--- src/rtl/pc_register.sv ---
// Program counter storage for the fetch stage.
// Loads the next-PC candidate on write enable, otherwise holds.
module pc_register #(
  parameter int unsigned WIDTH = 8,
  parameter logic [WIDTH-1:0] RESET_VALUE = '0
) (
  input  logic             clk,
  input  logic             rst,
  input  logic [WIDTH-1:0] mux1op,
  input  logic             PCCR,
  output logic [WIDTH-1:0] PCa
);

  logic [WIDTH-1:0] pc;

  // A ternary select lets an unknown enable show up as X on
  // the PC, instead of an if/else that would quietly hold.
  always_ff @(posedge clk) begin
    if (!rst)
      pc <= RESET_VALUE;
    else
      pc <= PCCR ? mux1op : pc;
  end

  assign PCa = pc;

endmodule

--- config.mk ---
export PLATFORM = sky130hd
export DESIGN_NAME = pc_register
export DESIGN_NICKNAME = d
export VERILOG_FILES = /design/src/rtl/pc_register.sv
export SDC_FILE = /design/constraint.sdc
export NUM_CORES = 1
export LEC_CHECK = 0
export BUFFER_PORTS_ARGS = -buffer_cell sky130_fd_sc_hd__buf_2
export CAP_MARGIN = 20
export CORE_AREA = 2 2 39 41
export CTS_CLUSTER_DIAMETER = 200
export CTS_CLUSTER_SIZE = 20
export DETAILED_ROUTE_END_ITERATION = 16
export DIE_AREA = 0 0 41 43
export PLACE_DENSITY = 0.48
export SYNTH_ARGS = -nofsm -noshare
export SYNTH_HDL_FRONTEND = slang
export SYNTH_SLANG_ARGS = --single-unit
--- constraint.sdc ---
create_clock -name clk -period 2 [get_ports clk]
set_input_delay 0.6 -clock clk [delete_from_list [all_inputs] [get_ports clk]]
set_output_delay 0.6 -clock clk [all_outputs]
set_load 0.01 [all_outputs]
Word-level counts from Yosys, hierarchy flattened
Cells that the tools add are included.

Bits in registers: 8. Logic and storage cells: 1. Output and inout port bits: 8. Bits of input ports: 11.

Depth between registers and ports, before layout
Gate-level depths: netlist of the first run.

Depth in word-level cells: 0. Gate-level depth with buffers: 3. Mapped depth without buffers: 2.

Worst setup path before layout of the first run
No wires, ideal clock.

Kind: in2reg. Start point: in PCCR. End point: reg pc[0] (netlist: PCa[0]). Buffers on the path: 1. Data arrival time: 0.941 ns. Required time: 1.884 ns. Path slack: 0.943 ns. Setup time: 0.116 ns. Stages: 3. Path through: buf_6 > mux2i_1 > nor2b_1.

RTL lines: start: declaration (line 10) `input logic PCCR,`; end signal: assignment (line 22) `pc <= PCCR ? mux1op : pc;`; end: declaration (line 14) `logic [WIDTH-1:0] pc;`.

Worst setup path after layout of the first run
Start point: reg pc[0] (netlist: PCa[0]). End point: out PCa[0].

RTL lines: end: declaration (line 11) `output logic [WIDTH-1:0] PCa`.

No word-level cell between the ends.

==> results of run 1 <==
## cell usage after synthesis
library cell	number	share of area, %
dfxtp_1	8	53
mux2i_1	8	27
nor2b_1	8	17
buf_6	1	3.7
## path summary, 6_finish.rpt
path              startpoint     end  slack (ps)  depth (start not counted)
hold reg to reg       PCa[4]  PCa[4]         500                          2
setup reg to reg      PCa[1]  PCa[1]        1400                          2
setup / recovery      PCa[0]  PCa[0]         690                          1
hold / removal        PCa[4]  PCa[4]         500                          2
## metal layers
layer | vias up | share of wire, % | global-route usage (%)
met5 | - | 0 | 0
met4 | 0 | 0 | 8.00
met3 | 0 | 6.3 | 6.28
met2 | 6 | 51 | 9.06
met1 | 106 | 43 | 6.77
li1 | 126 | - | -
## stage by stage
| step | utilization [%] | setup WS (ps) | instance area (um2) |
|---|---|---|---|
| 2_1_floorplan | - | 943 | 302 |
| 3_3_place_gp | 28.9 | 771 | 400 |
| 3_5_place_dp | 28.9 | 756 | 400 |
| 4_1_cts | 30.6 | 678 | 423 |
| 5_1_grt | 30.6 | 642 | 423 |
| 6_report | 30.6 | 694 | 423 |
## cell type report
class	instances	area (um2)
repair buffers	18	90.1
fillers	160	961
flip-flops and latches	8	160
clock buffers	3	22.5
multi-input cells	16	130
well taps	16	20.0
## tightest hold or removal path: stages (launching register included)
cell,delay [ps]
dfxtp_1,310
mux2i_1,60
nor2b_1,90
## logic make-up after synthesis
kind of cell / Yosys count
simple gates: 8
buf+inv: 1
mux: 8
flops: 8
## power groups by stage
stage                     combinational (uW)  clock, uW  sequential (uW)
after detailed placement                46.2          0              177
after global placement                  45.7          0              177
after floorplan                         20.7          0              181
after CTS                               46.4        127              173
after global routing                    49.4        139              174
final                                   45.2        120              173
==> reports/metrics.yaml, run 1 <==
avgSynthCellArea_um2: 12.1
antenna_found_initial: 0
overflow: 0
critPathKind: "flip-flop to output port"
drt_iter0_drc: 2
cts_num_sinks: 8
synth_seq_area_share_pct: 53.1
dpl.hpwl_um: 440
p_clk_share_pct: 35.4
hold_slack_ps: 505
end_kind: "output port"
grt_max_degree: 9
diodes: 0
setup_violations: 0
p_int_uw: 262
synth_area_um2: 302
drt-vias-per-instance: 3.90
clk_latency_ps: 250
syn_inst: 25
hold_buffers: 0
fin_cells: 61
syn2layout_area_growth_pct: 40.2
p_leak_uw: 0.000221
cts_tree: "built"
drv_slew: 0
arrival_ps: 710
switching_power_uw: 75.9
port-buffer-count: 18
die-area_mm2: 0.00176
final-hold-violation-count: 0
grt_pass1_vias: 193
core-area_mm2: 0.00138
layout_common_cells: "buf_2 (18), dfxtp_1 (8), mux2i_1 (8), nor2b_1 (8), clkbuf_4 (3)"
die_h_um: 43
syn-num-nets: 36
max_freq_ghz: 0.766
worst_pin_slew_ps: 236
cts_made_buffers: 3
ctsResizeCount: 0
cts_setup_buffers: 0
synth-seq-cells: 8
cp-start-kind: "flip-flop"
track_usage_pct: 7.44
skew_ps: 0
cp_top_family: "flip-flops"
synth_simple_gate_area_share_pct: 16.6
final_common_cell: "buf_2"
drcViolationCount: 0
relSlewSlack_pct: 84.3
post_drt_wl_per_cell_um: 9.34
rsz0062_at_grt: "no"
synth_top_family_by_area: "multiplexers"
slowest_delay_ps: 330
dpl.cell_count: 58
h-tree-depth: 1
switching_share_pct: 22.4
p_per_area_mw_per_mm2: 800
cp_max_fo: 2
largest_reg_flops: 8
crit_path_top_delay_cell: "dfxtp_1"
outcome: "complete, no violations"
hp-class: "flip-flop to flip-flop"
synth.area.mux_share_pct: 26.6
postRouteAntennaNets: 0
rows: 14
critPathBufInv: 1
fin_crit_sh_pct: 65.3
root_buffer: "clkbuf_4"
ys_warn_count: 0
synth_fa_ha_area_share_pct: 0
synth_xor_area_share_pct: 0
layout-drive-gt1-share_pct: 46.7
p_comb_share_pct: 13.4
vias: 238
grt_pass1_wl_um: 759
synth_compound_area_share_pct: 0
fin_total_pwr_uw: 338
tns_ps: 0
start_util_pct: 21.8
max_cap_viol_count: 0
clk_pin_slew_ps: 60
peakVddDrop_mv: 0.177
chipWidth_um: 41
final_nets: 58
dr.pass1.iters: 2
routed_wl_um: 570
ys_types: 4
period_minus_slack_ps: 1310
worstPathCellList: "buf_2"
gp_congestion: 0.602
required_ps: 1400
pwr-share-seq_pct: 51.2
clock_path_buffers: 2
io_pins: 19
Power figures use the tool's default switching activity.
==> run 2: changes to the inputs <==
--- a/config.mk
+++ b/config.mk
@@ -12,7 +12,7 @@
 export CTS_CLUSTER_SIZE = 20
 export DETAILED_ROUTE_END_ITERATION = 16
 export DIE_AREA = 0 0 41 43
-export PLACE_DENSITY = 0.48
+export PLACE_DENSITY = 0.5
 export SYNTH_ARGS = -nofsm -noshare
 export SYNTH_HDL_FRONTEND = slang
 export SYNTH_SLANG_ARGS = --single-unit
==> constraint.sdc (replaced) <==
create_clock -name clk -period 1.18 [get_ports clk]
set_input_delay 0.354 -clock clk [delete_from_list [all_inputs] [get_ports clk]]
set_output_delay 0.354 -clock clk [all_outputs]
set_load 0.01 [all_outputs]
==> run 2 against run 1 <==
Effect of this change: sequential share of layout area stayed put; core utilization unchanged; sequential power up 70%; first-iteration DRC count down 100%; die area is the same; non-clock buffer count did not move; wire length rose by 0.53%; register-to-register slack worse by 830 ps; hold slack got worse by 140 ps.
==> reports/metrics.yaml, run 2 (same netlist as run 1, synthesis figures left out) <==
layout-drive-gt1-share_pct: 46.7
drcViolationCount: 0
cts_num_sinks: 8
overflow: 0
place_area_um2: 400
core-area_mm2: 0.00138
skew_ps: 0
vias: 245
fin_cells: 61
slowest_delay_ps: 330
regToRegStartpoint: "PCa[2]"
p_clk_share_pct: 34.8
drt-vias-per-instance: 4.02
largest_reg_flops: 8
final_util_pct: 30.6
routed_wl_um: 573
p_comb_share_pct: 13.4
die_h_um: 43
whs_path_depth: 3
critPathBufInv: 1
drv_slew: 0
grt_pass1_vias: 189
switching_power_uw: 124
p_int_uw: 444
worstPathCellList: "buf_2"
hold_start: "mux1op[5]"
io_pins: 19
clk_pin_slew_ps: 50
p_leak_uw: 0.000221
dr.pass1.iters: 1
final_nets: 58
h-tree-depth: 1
chipWidth_um: 41
post_drt_wl_per_cell_um: 9.39
syn2layout_area_growth_pct: 40.2
ctsResizeCount: 0
tns_ps: 0
p_per_area_mw_per_mm2: 1340
clk_latency_ps: 250
start_util_pct: 21.8
outcome: "complete, no violations"
gp_congestion: 0.636
max_cap_viol_count: 0
die-area_mm2: 0.00176
r2r_cells: 2
path_depth: 1
hold_slack_ps: 364
antenna_found_initial: 0
cp-start-kind: "flip-flop"
period_minus_slack_ps: 1060
worst_pin_slew_ps: 238
port-buffer-count: 18
setup_violations: 0
final-hold-violation-count: 0
rsz0062_at_grt: "no"
crit_path_top_delay_cell: "dfxtp_1"
track_usage_pct: 7.76
cp_max_fo: 2
cp-startpoint: "PCa[6]"
pwr-share-seq_pct: 51.8
fin_area_um2: 423
fin_crit_sh_pct: 90.0
wl_met1_um: 235
hp-class: "primary input to flip-flop"
regArea_um2: 160
cts_made_buffers: 3
diodes: 0
peakVddDrop_mv: 0.677
nFillCells: 155
end_kind: "output port"
required_ps: 830
wl_met3_um: 67
cts_setup_buffers: 0
grt_pass1_wl_um: 828
arrival_ps: 710
root_buffer: "clkbuf_4"
critPathKind: "flip-flop to output port"
multi_input_area_um2: 130
switching_share_pct: 21.8
postRouteAntennaNets: 0
routed.top_layer: "met3"
cts_tree: "built"
relSlewSlack_pct: 84.2
dpl.cell_count: 58
grt_max_degree: 9
cp_top_family: "flip-flops"
hold_buffers: 0
layout_common_cells: "buf_2 (18), dfxtp_1 (8), mux2i_1 (8), nor2b_1 (8), clkbuf_4 (3)"
max_freq_ghz: 0.941
final_common_cell: "buf_2"
clock_path_buffers: 2
rows: 14
met2_wirelength_um: 270
drt_iter0_drc: 0
-- run 2: cell counts in the layout (fill, tap and decap cells not counted) --
Identical to the previous run, type by type.
-- run 2: path summary, 6_finish.rpt --
path	end	slack (ps)
setup reg to reg	PCa[2]	570
hold / removal	PCa[5]	360
hold reg to reg	PCa[7]	510
setup / recovery	PCa[6]	120
-- run 2: metrics by stage --
step,power [uW],worst slack (ps)
2_1_floorplan,343,369
3_3_place_gp,377,202
3_5_place_dp,378,182
4_1_cts,578,103
5_1_grt,603,64.3
6_report,568,118
-- run 2: layer usage --
metal / up-vias / GRT usage (%)
met2: 12 / 9.38
met5: - / 0
li1: 123 / -
met3: 0 / 7.85
met1: 110 / 8.47
met4: 0 / 4.00
-- run 2: area by class of cell --
| type | instances | share of cell area [%] |
|---|---|---|
| tap | 16 | 4.73 |
| clock buffer | 3 | 5.33 |
| multi-input combinational | 16 | 30.8 |
| timing repair buffer | 18 | 21.3 |
| sequential | 8 | 37.9 |
-- run 2: power by group through the flow --
stage	Clock, uW	Sequential [uW]	Combinational, uW
2_1_floorplan	0	308	35.1
3_3_place_gp	0	300	77.5
6_report	198	294	76.0
3_5_place_dp	0	300	77.7
5_1_grt	223	296	84.3
4_1_cts	206	295	77.8
-- run 2: tightest hold or removal path, delay by kind of cell --
family,cells,cell delay [ps]
and+or+nand+nor,1,90
muxes,1,50
buffers and inverters,1,70
==> run 3: changes to the inputs <==
--- a/config.mk
+++ b/config.mk
@@ -5,13 +5,14 @@
 export SDC_FILE = /design/constraint.sdc
 export NUM_CORES = 1
 export LEC_CHECK = 0
+export ABC_AREA = 1
 export BUFFER_PORTS_ARGS = -buffer_cell sky130_fd_sc_hd__buf_2
 export CAP_MARGIN = 20
-export CORE_AREA = 2 2 39 41
+export CORE_UTILIZATION = 25
 export CTS_CLUSTER_DIAMETER = 200
 export CTS_CLUSTER_SIZE = 20
 export DETAILED_ROUTE_END_ITERATION = 16
-export DIE_AREA = 0 0 41 43
+export HOLD_SLACK_MARGIN = 0.03
 export PLACE_DENSITY = 0.5
 export SYNTH_ARGS = -nofsm -noshare
 export SYNTH_HDL_FRONTEND = slang
==> constraint.sdc (replaced) <==
create_clock -name clk -period 1.4 [get_ports clk]
set_input_delay 0.42 -clock clk [delete_from_list [all_inputs] [get_ports clk]]
set_output_delay 0.42 -clock clk [all_outputs]
set_load 0.01 [all_outputs]
==> run 3 against run 2 <==
Effect of this change: hold slack better by 95 ps; non-clock buffer count stayed put; die area is 10% lower; combinational power is 1% lower; sequential power is 15% lower; total power is 13% lower; via count is 29% higher; worst setup slack better by 160 ps; largest cell class unchanged; flip-flop and latch count stayed put; first-iteration DRC count is 4 higher; final area is 5.6% higher.
==> reports/metrics.yaml, run 3 <==
root_buffer: "clkbuf_4"
avgSynthCellArea_um2: 6.99
post_drt_wl_per_cell_um: 7.18
p_comb_share_pct: 15.1
fin_cells: 84
clk_pin_slew_ps: 50
gp_congestion: 0.565
diodes: 0
drv_slew: 0
synth_area_um2: 357
regToRegStartpoint: "PCa[5]"
hold_buffers: 0
rrSetupSlack_ps: 840
relSlewSlack_pct: 81.7
p_clk_share_pct: 34.1
tns_ps: 0
layout-drive-gt1-share_pct: 33.3
worstPathCellList: "buf_2"
synth_seq_area_share_pct: 44.9
overflow: 0
cp-start-kind: "flip-flop"
layout_common_cells: "buf_2 (18), nor2_1 (16), nand2_1 (14)"
syn_inst: 51
synth_top_area_share_pct: 44.9
largest_reg_flops: 8
cp_top_family: "flip-flops"
yosys-top-cells-count: "nor2_1 (16), nand2_1 (14), dfxtp_1 (8), inv_1 (8)"
final_nets: 82
track_usage_pct: 8.10
hp-class: "primary input to flip-flop"
grt_max_degree: 17
rsz0062_at_grt: "no"
slowest_delay_ps: 330
fin_crit_sh_pct: 80.0
period_minus_slack_ps: 1120
final_common_cell: "buf_2"
dr.pass1.iters: 3
dpl.hpwl_um: 442
arrival_ps: 700
drcViolationCount: 0
yosys-top-cells-area: "dfxtp_1 (45%), nor2_1 (17%), nand2_1 (15%)"
cts_made_buffers: 3
max_freq_ghz: 0.893
r2r_cells: 2
postRouteAntennaNets: 0
drt_iter0_drc: 4
drt-vias-per-instance: 3.76
clock_path_buffers: 2
place_area_um2: 424
critPathKind: "flip-flop to output port"
critPathBufInv: 1
ys_warn_count: 0
synth_edf_count: 0
cts_setup_buffers: 0
crit_path_top_delay_cell: "dfxtp_1"
chipWidth_um: 39.8
required_ps: 980
yosysMostFrequentCell: "nor2_1"
ys_types: 7
max_cap_viol_count: 0
syn2layout_area_growth_pct: 25.3
start_util_pct: 27.1
synthFlopType: "dfxtp_1"
vias: 316
fin_area_um2: 447
cts_num_sinks: 8
r2r_end: "PCa[5]"
antenna_found_initial: 0
worst_pin_slew_ps: 275
async_flop_share_pct: 0
outcome: "complete, no violations"
cp_max_fo: 2
grt_pass1_vias: 215
whs_path_depth: 5
io_pins: 19
pwr-share-seq_pct: 50.8
end_kind: "output port"
synth_largest_area_cell: "dfxtp_1"
hold_slack_ps: 458
ctsResizeCount: 0
skew_ps: 0
syn-num-nets: 62
die-area_mm2: 0.00158
h-tree-depth: 1
peakVddDrop_mv: 0.329
dpl.cell_count: 81
final-hold-violation-count: 0
hold_end: "PCa[7]"
p_per_area_mw_per_mm2: 1110
rows: 13
switching_share_pct: 24.0
synth-seq-cells: 8
die_h_um: 39.8
hold_start: "mux1op[7]"
clk_latency_ps: 250
setup_violations: 0
grt_pass1_wl_um: 821
switching_power_uw: 119
port-buffer-count: 18
p_leak_uw: 0.000276
core-area_mm2: 0.00132
nFillCells: 143
cts_tree: "built"
routed_wl_um: 603
p_int_uw: 376
==> run 3: cell type report <==
cell class / instances / area (um2) / area share [%]
sequential: 8 / 160 / 35.9
multi-input combinational: 32 / 125 / 28.0
timing repair buffer: 18 / 90.1 / 20.2
inverter: 8 / 30.0 / 6.72
tap: 15 / 18.8 / 4.20
clock buffer: 3 / 22.5 / 5.04
==> run 3: routing by layer <==
| layer | wire length, um | track usage (%) | part of all wire (%) |
|---|---|---|---|
| met5 | 0 | 0 | 0 |
| met2 | 227 | 9.84 | 38 |
| met3 | 57 | 3.41 | 9.5 |
| met1 | 319 | 11.1 | 53 |
| met4 | 0 | 5.17 | 0 |
==> run 3: kinds of logic after synthesis <==
family / count (synthesis) / synth area share [%]
and+or+nand+nor: 32 / 35.1
buffers and inverters: 11 / 20.0
DFF: 8 / 44.9
==> run 3: how the worst max path moves through the flow <==
stage	end	cells past startpoint	startpoint	slack [ps]
final	PCa[4]	1	PCa[4]	280
after global routing	PCa[6]	1	PCa[6]	240
after CTS	PCa[6]	1	PCa[6]	270
after detailed placement	PCa[3]	4	PCCR	420
after global placement	PCa[2]	4	PCCR	420
after floorplan	PCa[0]	4	PCCR	500
==> run 3: power by group through the flow <==
stage,Sequential (uW),Clock (uW),Combinational [uW]
floorplan,264,0,46.4
global placement,256,0,75.5
detailed placement,256,0,76.2
CTS,251,179,76.3
global route,253,187,86.7
finish,251,169,74.9
==> run 3: through the flow <==
step                      total power, uW  util, %  setup WS [ps]
final                                 495     33.9            280
after global routing                  526     33.9            239
after CTS                             507     33.9            266
after detailed placement              332     32.2            415
after global placement                332     32.2            422
after floorplan                       310        -            504
